`config.mk`:
```
export PLATFORM = sky130hd
export DESIGN_NAME = lzd_arbiter
export DESIGN_NICKNAME = d
export VERILOG_FILES = /design/src/rtl/gng_lzd_pkg.sv /design/src/rtl/lzd_rsp_fifo.sv /design/src/rtl/lzd_arbiter.sv
export SDC_FILE = /design/constraint.sdc
export NUM_CORES = 1
export LEC_CHECK = 0
export ABC_AREA = 1
export CORE_ASPECT_RATIO = 1.2
export CORE_UTILIZATION = 31
export DETAILED_ROUTE_END_ITERATION = 8
export PLACE_DENSITY = 0.65
export SYNTH_ARGS = -nofsm -noshare
export SYNTH_HDL_FRONTEND = slang
export SYNTH_SLANG_ARGS = --single-unit
```
`constraint.sdc`:
```
create_clock -name clk -period 5.4 [get_ports clk]
set_input_delay 1.62 -clock clk [delete_from_list [all_inputs] [get_ports clk]]
set_output_delay 1.62 -clock clk [all_outputs]
set_load 0.02 [all_outputs]
```
`src/rtl/gng_lzd_pkg.sv`:
```
// gng_lzd_pkg: shared widths and payload types for the normalisation-stage LZD scheduler
package gng_lzd_pkg;
    localparam int LZD_W = 61;
    localparam int LZD_LAT = 2;

    typedef struct packed {
        logic [5:0] pos;
        logic [6:0] cnt;
    } lzd_rsp_t;

    typedef struct packed {
        logic valid;
        logic id;
    } lzd_tag_t;
endpackage

```
`src/rtl/lzd_rsp_fifo.sv`:
```
// lzd_rsp_fifo: first-word-fall-through response FIFO; the head reads as zero while empty
module lzd_rsp_fifo
    import gng_lzd_pkg::*;
#(
    parameter int DEPTH = 4
) (
    input  logic     clk,
    input  logic     rst,
    input  logic     push,
    input  lzd_rsp_t din,
    input  logic     pop,
    output logic     valid,
    output lzd_rsp_t dout
);
    localparam int PW = (DEPTH > 1) ? $clog2(DEPTH) : 1;
    localparam int CW = $clog2(DEPTH + 1);

    lzd_rsp_t      mem_q [DEPTH];
    lzd_rsp_t      mem_d [DEPTH];
    logic [PW-1:0] wr_q, wr_d, rd_q, rd_d;
    logic [CW-1:0] cnt_q, cnt_d;
    logic          do_pop;

    always_comb begin
        valid = cnt_q != '0;
        dout = valid ? mem_q[rd_q] : '0;
        do_pop = pop && valid;
        mem_d = mem_q;
        if (push) mem_d[wr_q] = din;
        wr_d = push ? ((wr_q == PW'(DEPTH - 1)) ? '0 : wr_q + 1'b1) : wr_q;
        rd_d = do_pop ? ((rd_q == PW'(DEPTH - 1)) ? '0 : rd_q + 1'b1) : rd_q;
        cnt_d = cnt_q + CW'(push) - CW'(do_pop);
    end

    always_ff @(posedge clk) begin
        if (!rst) begin
            wr_q <= '0;
            rd_q <= '0;
            cnt_q <= '0;
        end else begin
            wr_q <= wr_d;
            rd_q <= rd_d;
            cnt_q <= cnt_d;
        end
    end

    always_ff @(posedge clk) begin
        mem_q <= mem_d;
    end

    // Upstream credits must make a push into a full FIFO impossible
    assert property (@(posedge clk) disable iff (!rst) !(push && cnt_q == CW'(DEPTH)));
endmodule

```
`src/rtl/lzd_arbiter.sv`:
```
// lzd_arbiter: round-robin, credit-gated sharing of one fixed-latency LZD between two requesters
module lzd_arbiter
    import gng_lzd_pkg::*;
#(
    parameter int W = LZD_W,
    parameter int LAT = LZD_LAT,
    parameter int DEPTH = LAT + 2
) (
    input  logic         clk,
    input  logic         rst,
    input  logic         req0_valid,
    input  logic [W-1:0] req0_data,
    output logic         req0_ready,
    input  logic         req1_valid,
    input  logic [W-1:0] req1_data,
    output logic         req1_ready,
    output logic [W-1:0] lzd_in,
    input  logic [5:0]   lzd_pos,
    input  logic [6:0]   lzd_cnt,
    output logic         rsp0_valid,
    output logic [5:0]   rsp0_pos,
    output logic [6:0]   rsp0_cnt,
    input  logic         rsp0_ready,
    output logic         rsp1_valid,
    output logic [5:0]   rsp1_pos,
    output logic [6:0]   rsp1_cnt,
    input  logic         rsp1_ready
);
    localparam int CW = $clog2(DEPTH + 1);

    logic [CW-1:0] credit0_q, credit0_d, credit1_q, credit1_d;
    logic          last_q, last_d;
    logic          issue_v_q, issue_v_d, issue_id_q, issue_id_d;
    logic [W-1:0]  lzd_in_q, lzd_in_d;
    lzd_tag_t      tag_q [LAT];
    lzd_tag_t      tag_d [LAT];
    logic          elig0, elig1, gnt0, gnt1, pop0, pop1, push0, push1;
    lzd_rsp_t      rsp_in, rsp0, rsp1;

    always_comb begin
        elig0 = rst && req0_valid && credit0_q != '0;
        elig1 = rst && req1_valid && credit1_q != '0;
        gnt0 = elig0 && (!elig1 || last_q);
        gnt1 = elig1 && (!elig0 || !last_q);
        pop0 = rsp0_valid && rsp0_ready;
        pop1 = rsp1_valid && rsp1_ready;
        credit0_d = credit0_q + CW'(pop0) - CW'(gnt0);
        credit1_d = credit1_q + CW'(pop1) - CW'(gnt1);
        last_d = (gnt0 || gnt1) ? gnt1 : last_q;
        issue_v_d = gnt0 || gnt1;
        issue_id_d = gnt1;
        lzd_in_d = gnt0 ? req0_data : (gnt1 ? req1_data : lzd_in_q);
        // The tag follows the operand from the cycle it sits on lzd_in
        tag_d[0] = {issue_v_q, issue_id_q};
        for (int i = 1; i < LAT; i++) tag_d[i] = tag_q[i-1];
        push0 = tag_q[LAT-1].valid && !tag_q[LAT-1].id;
        push1 = tag_q[LAT-1].valid && tag_q[LAT-1].id;
        rsp_in = {lzd_pos, lzd_cnt};
    end

    always_ff @(posedge clk) begin
        if (!rst) begin
            credit0_q <= CW'(DEPTH);
            credit1_q <= CW'(DEPTH);
            last_q <= 1'b1;
            issue_v_q <= 1'b0;
            issue_id_q <= 1'b0;
            lzd_in_q <= '0;
            tag_q <= '{default: '0};
        end else begin
            credit0_q <= credit0_d;
            credit1_q <= credit1_d;
            last_q <= last_d;
            issue_v_q <= issue_v_d;
            issue_id_q <= issue_id_d;
            lzd_in_q <= lzd_in_d;
            tag_q <= tag_d;
        end
    end

    lzd_rsp_fifo #(.DEPTH(DEPTH)) u_fifo0 (
        .clk(clk), .rst(rst), .push(push0), .din(rsp_in),
        .pop(rsp0_ready), .valid(rsp0_valid), .dout(rsp0)
    );

    lzd_rsp_fifo #(.DEPTH(DEPTH)) u_fifo1 (
        .clk(clk), .rst(rst), .push(push1), .din(rsp_in),
        .pop(rsp1_ready), .valid(rsp1_valid), .dout(rsp1)
    );

    assign req0_ready = gnt0;
    assign req1_ready = gnt1;
    assign lzd_in = lzd_in_q;
    assign rsp0_pos = rsp0.pos;
    assign rsp0_cnt = rsp0.cnt;
    assign rsp1_pos = rsp1.pos;
    assign rsp1_cnt = rsp1.cnt;
endmodule

```
==> key figures <==
Outcome
  – Status: finished clean

CTS
  – CTS Buffer Depth: 2
  – CTS tree: yes
  – # clock sinks: 192
  – Num CTS Buffers: 17
  – Setup bufs post-CTS: 0
  – Hold buffers post-CTS: 0
  – CTS resizes: 0
  – H-Tree Depth: 4
  – Clk_lat worst skew: ~0.44 ns
  – Clock-pin slew on the worst setup and hold paths: 0.07 ns
  – Root Driver: clkbuf_16

Setup path
  – Critical Path Fanout Max: 7
  – Max incr delay on CP: 0.61 ns
  – CP Capture Type: primary output
  – CP Launch Type: input pin
  – Type of the worst setup path: input pin to primary output
  – Worst EP required: about 3.8 ns
  – CP Launch Point: rst
  – Critical-path cell list: clkdlybuf4s50_1 -> nand2_1 -> inv_2 -> nand3_2 -> nand2_2 -> nand3_1 -> inv_1 -> clkdlybuf4s50_1
  – Critical path data arrival time: 3.35 ns
  – RR Startpoint: credit0_q[1]$_SDFF_PN0_
  – CP max stage cell: clkdlybuf4s50_1
  – Crit path top cell by count: clkdlybuf4s50_1

Pwr
  – Max VDD drop: 0.000234 V
  – Post-layout power: 5.13 mW
  – Pleak: 5.11 nW
  – Pwr/cell area: 437 mW/mm^2

Placed design
  – I/O Buffers: 231
  – GPL Wtd Cong: around 0.77
  – Post-DP HPWL: 15.4 mm

Timing
  – Setup TNS: 0 ns
  – Setup violators final: 0
  – RSZ-0062 raised after global routing: no
  – Worst Max-Slew Pin Slew: 0.736 ns
  – Final Skew: 0.0142 ns
  – Fin Hold WS: 0.412 ns
  – Crit share post-route: roughly 90%
  – Fin. Hold Viols: 0
  – Crit path time final: 4.97 ns
  – Final count of pins violating max slew: 0
  – Slew HR: 51.0%
  – Achievable Freq: between 200 and 250 MHz

Detailed routing
  – WL/cell: 14.5 um
  – Detailed Route WL: approximately 23 mm
  – Via count: 6997
  – DR vias/cell: 4.49
  – Initial DRT Pass Iterations: 4
  – First DRT Iteration DRCs: 305
  – Drt drc: 0
  – Post-DRT Antenna Nets: 0

Logic synthesis
  – #FFs+latches synth: 192
  – Seq/Total Area, Yosys: 57.5%
  – Post-synth top area share: a little under two fifths
  – Cell taking the most area after synthesis: edfxtp_1
  – Area contributors post-synth: edfxtp_1, dfxtp_1, nand2_1
  – Syn nets: 1150
  – Post-Syn Instances: 988
  – Yosys Warn Count: 0
  – Synth Cell Area: about 0.0085 mm^2
  – Mean Syn Cell Area: 8.60 um^2
  – Synth unique cells: 25

Floorplanning
  – I/O Pins: 232
  – Num rows: 66
  – Starting Density: 31.5%
  – Die Ht: 183 um
  – Die ar.: 0.0281 mm^2
  – Die X: about 150 um
  – Core Box Area: around 0.027 mm^2

Global routing
  – Largest net degree at the start of global routing: 63
  – Overflow after GRT: 0
  – Initial antenna violation count: 1
  – GRT Util Overall: 16.7%
  – First-pass GRT wire length: between 30 and 40 mm
  – Vias in the first global route: 6894

Cells and area
  – Layout area overhead: 38.1%
  – Post-layout nets: 1368
  – Fillcell total: around 2700
  – Share of layout cells above drive strength 1: ~4.6%

Flow run
  – Max-Cap Viols: 0

Min path
  – HP Start: tag_d[0]$_SDFF_PN0_
  – Hold Crit Class: register to register
stage by stage:
| stage | util, % | area [um^2] | cells | worst slack (ns) |
|---|---|---|---|---|
| floorplan | - | 8500 | 988 | 1.30 |
| global placement | 41.3 | 11200 | 1527 | 0.414 |
| detailed placement | 41.3 | 11200 | 1527 | 0.412 |
| CTS | 43.5 | 11700 | 1559 | 0.403 |
| global route | 43.5 | 11700 | 1559 | 0.272 |
| finish | 43.5 | 11700 | 1560 | 0.429 |
registers in the layout, summed over array words and instances, names as in the netlist, 3 cells and up:
| register | flops |
|---|---|
| u_fifo1.cnt_q | 3 |
| u_fifo0.cnt_q | 3 |
| lzd_in | 61 |
| credit0_q | 3 |
| u_fifo0.mem_q | 52 |
| credit1_q | 3 |
| u_fifo1.mem_q | 52 |
power breakdown:
part | total (mW) | leakage (nW) | internal [mW] | switching (mW)
registers | 1.87 | 1.67 | 1.74 | 0.137
logic | 2.02 | 3.16 | 0.852 | 1.16
clock network | 1.24 | 0.285 | 0.622 | 0.619
final cells by class:
cell class              instances  area, um^2  area share, %
flip-flops and latches        192        4880           41.6
repair buffers                247        2430           20.7
clock buffers                  17         425           3.62
multi-input cells             587        2810           23.9
diodes                          1        2.50         0.0213
well taps                     340         425           3.62
clock inverters                15         161           1.37
inverters                     161         604           5.15
cell families after synthesis:
family                     Yosys count  synth area share (%)
xor gates and xnor gates             5                 0.515
and+or+nand+nor                    447                  22.1
AOI/OAI and AO/OA                  114                  6.82
buffers and inverters              209                  9.70
adders and majority gates           21                  3.44
DFF                                192                  57.5
placed cells by master (no fill, tap or decap), drive strengths merged:
cell | Yosys | routed
fa | 4 | 4
diode | 0 | 1
clkinvlp | 0 | 1
nand2 | 211 | 211
buf | 28 | 16
clkdlybuf4s50 | 0 | 231
or2 | 2 | 2
nor2 | 123 | 123
a21oi | 36 | 36
clkbuf | 20 | 17
ha | 17 | 17
o21ai | 76 | 76
dfxtp | 88 | 88
inv | 161 | 168
nand3b | 16 | 16
edfxtp | 104 | 104
clkinv | 0 | 7
xor2 | 3 | 3
a211oi | 2 | 2
nand3 | 95 | 95
xnor2 | 2 | 2
cells in the mapped netlist, drive strengths merged:
cell,number
nand3b,16
o21ai,76
ha,17
xnor2,2
edfxtp,104
clkbuf,20
nand2,211
or2,2
dfxtp,88
nand3,95
buf,28
a21oi,36
xor2,3
inv,161
fa,4
a211oi,2
nor2,123
worst max-delay path: cells and delay by family:
| family | cells | cell delay [ns] |
|---|---|---|
| buffers and inverters | 4 | 1.38 |
| and+or+nand+nor | 4 | 0.35 |
per-layer routing:
metal  part of all wire (%)  track usage (%)
met1                     41             19.0
met2                     48             28.6
met3                    9.0             6.85
met4                    1.4             5.17
met5                  0.044                0
worst paths after layout:
| kind | to | slack [ns] | cells past startpoint |
|---|---|---|---|
| worst min register to register | tag_q[0]$_SDFF_PN0_ | 0.41 | 2 |
| worst max-delay path | req1_ready | 0.43 | 8 |
| worst max register to register | credit0_q[1]$_SDFF_PN0_ | 3.11 | 10 |
| worst min-delay path | tag_q[0]$_SDFF_PN0_ | 0.41 | 2 |
(Power assumes the default switching activity.)
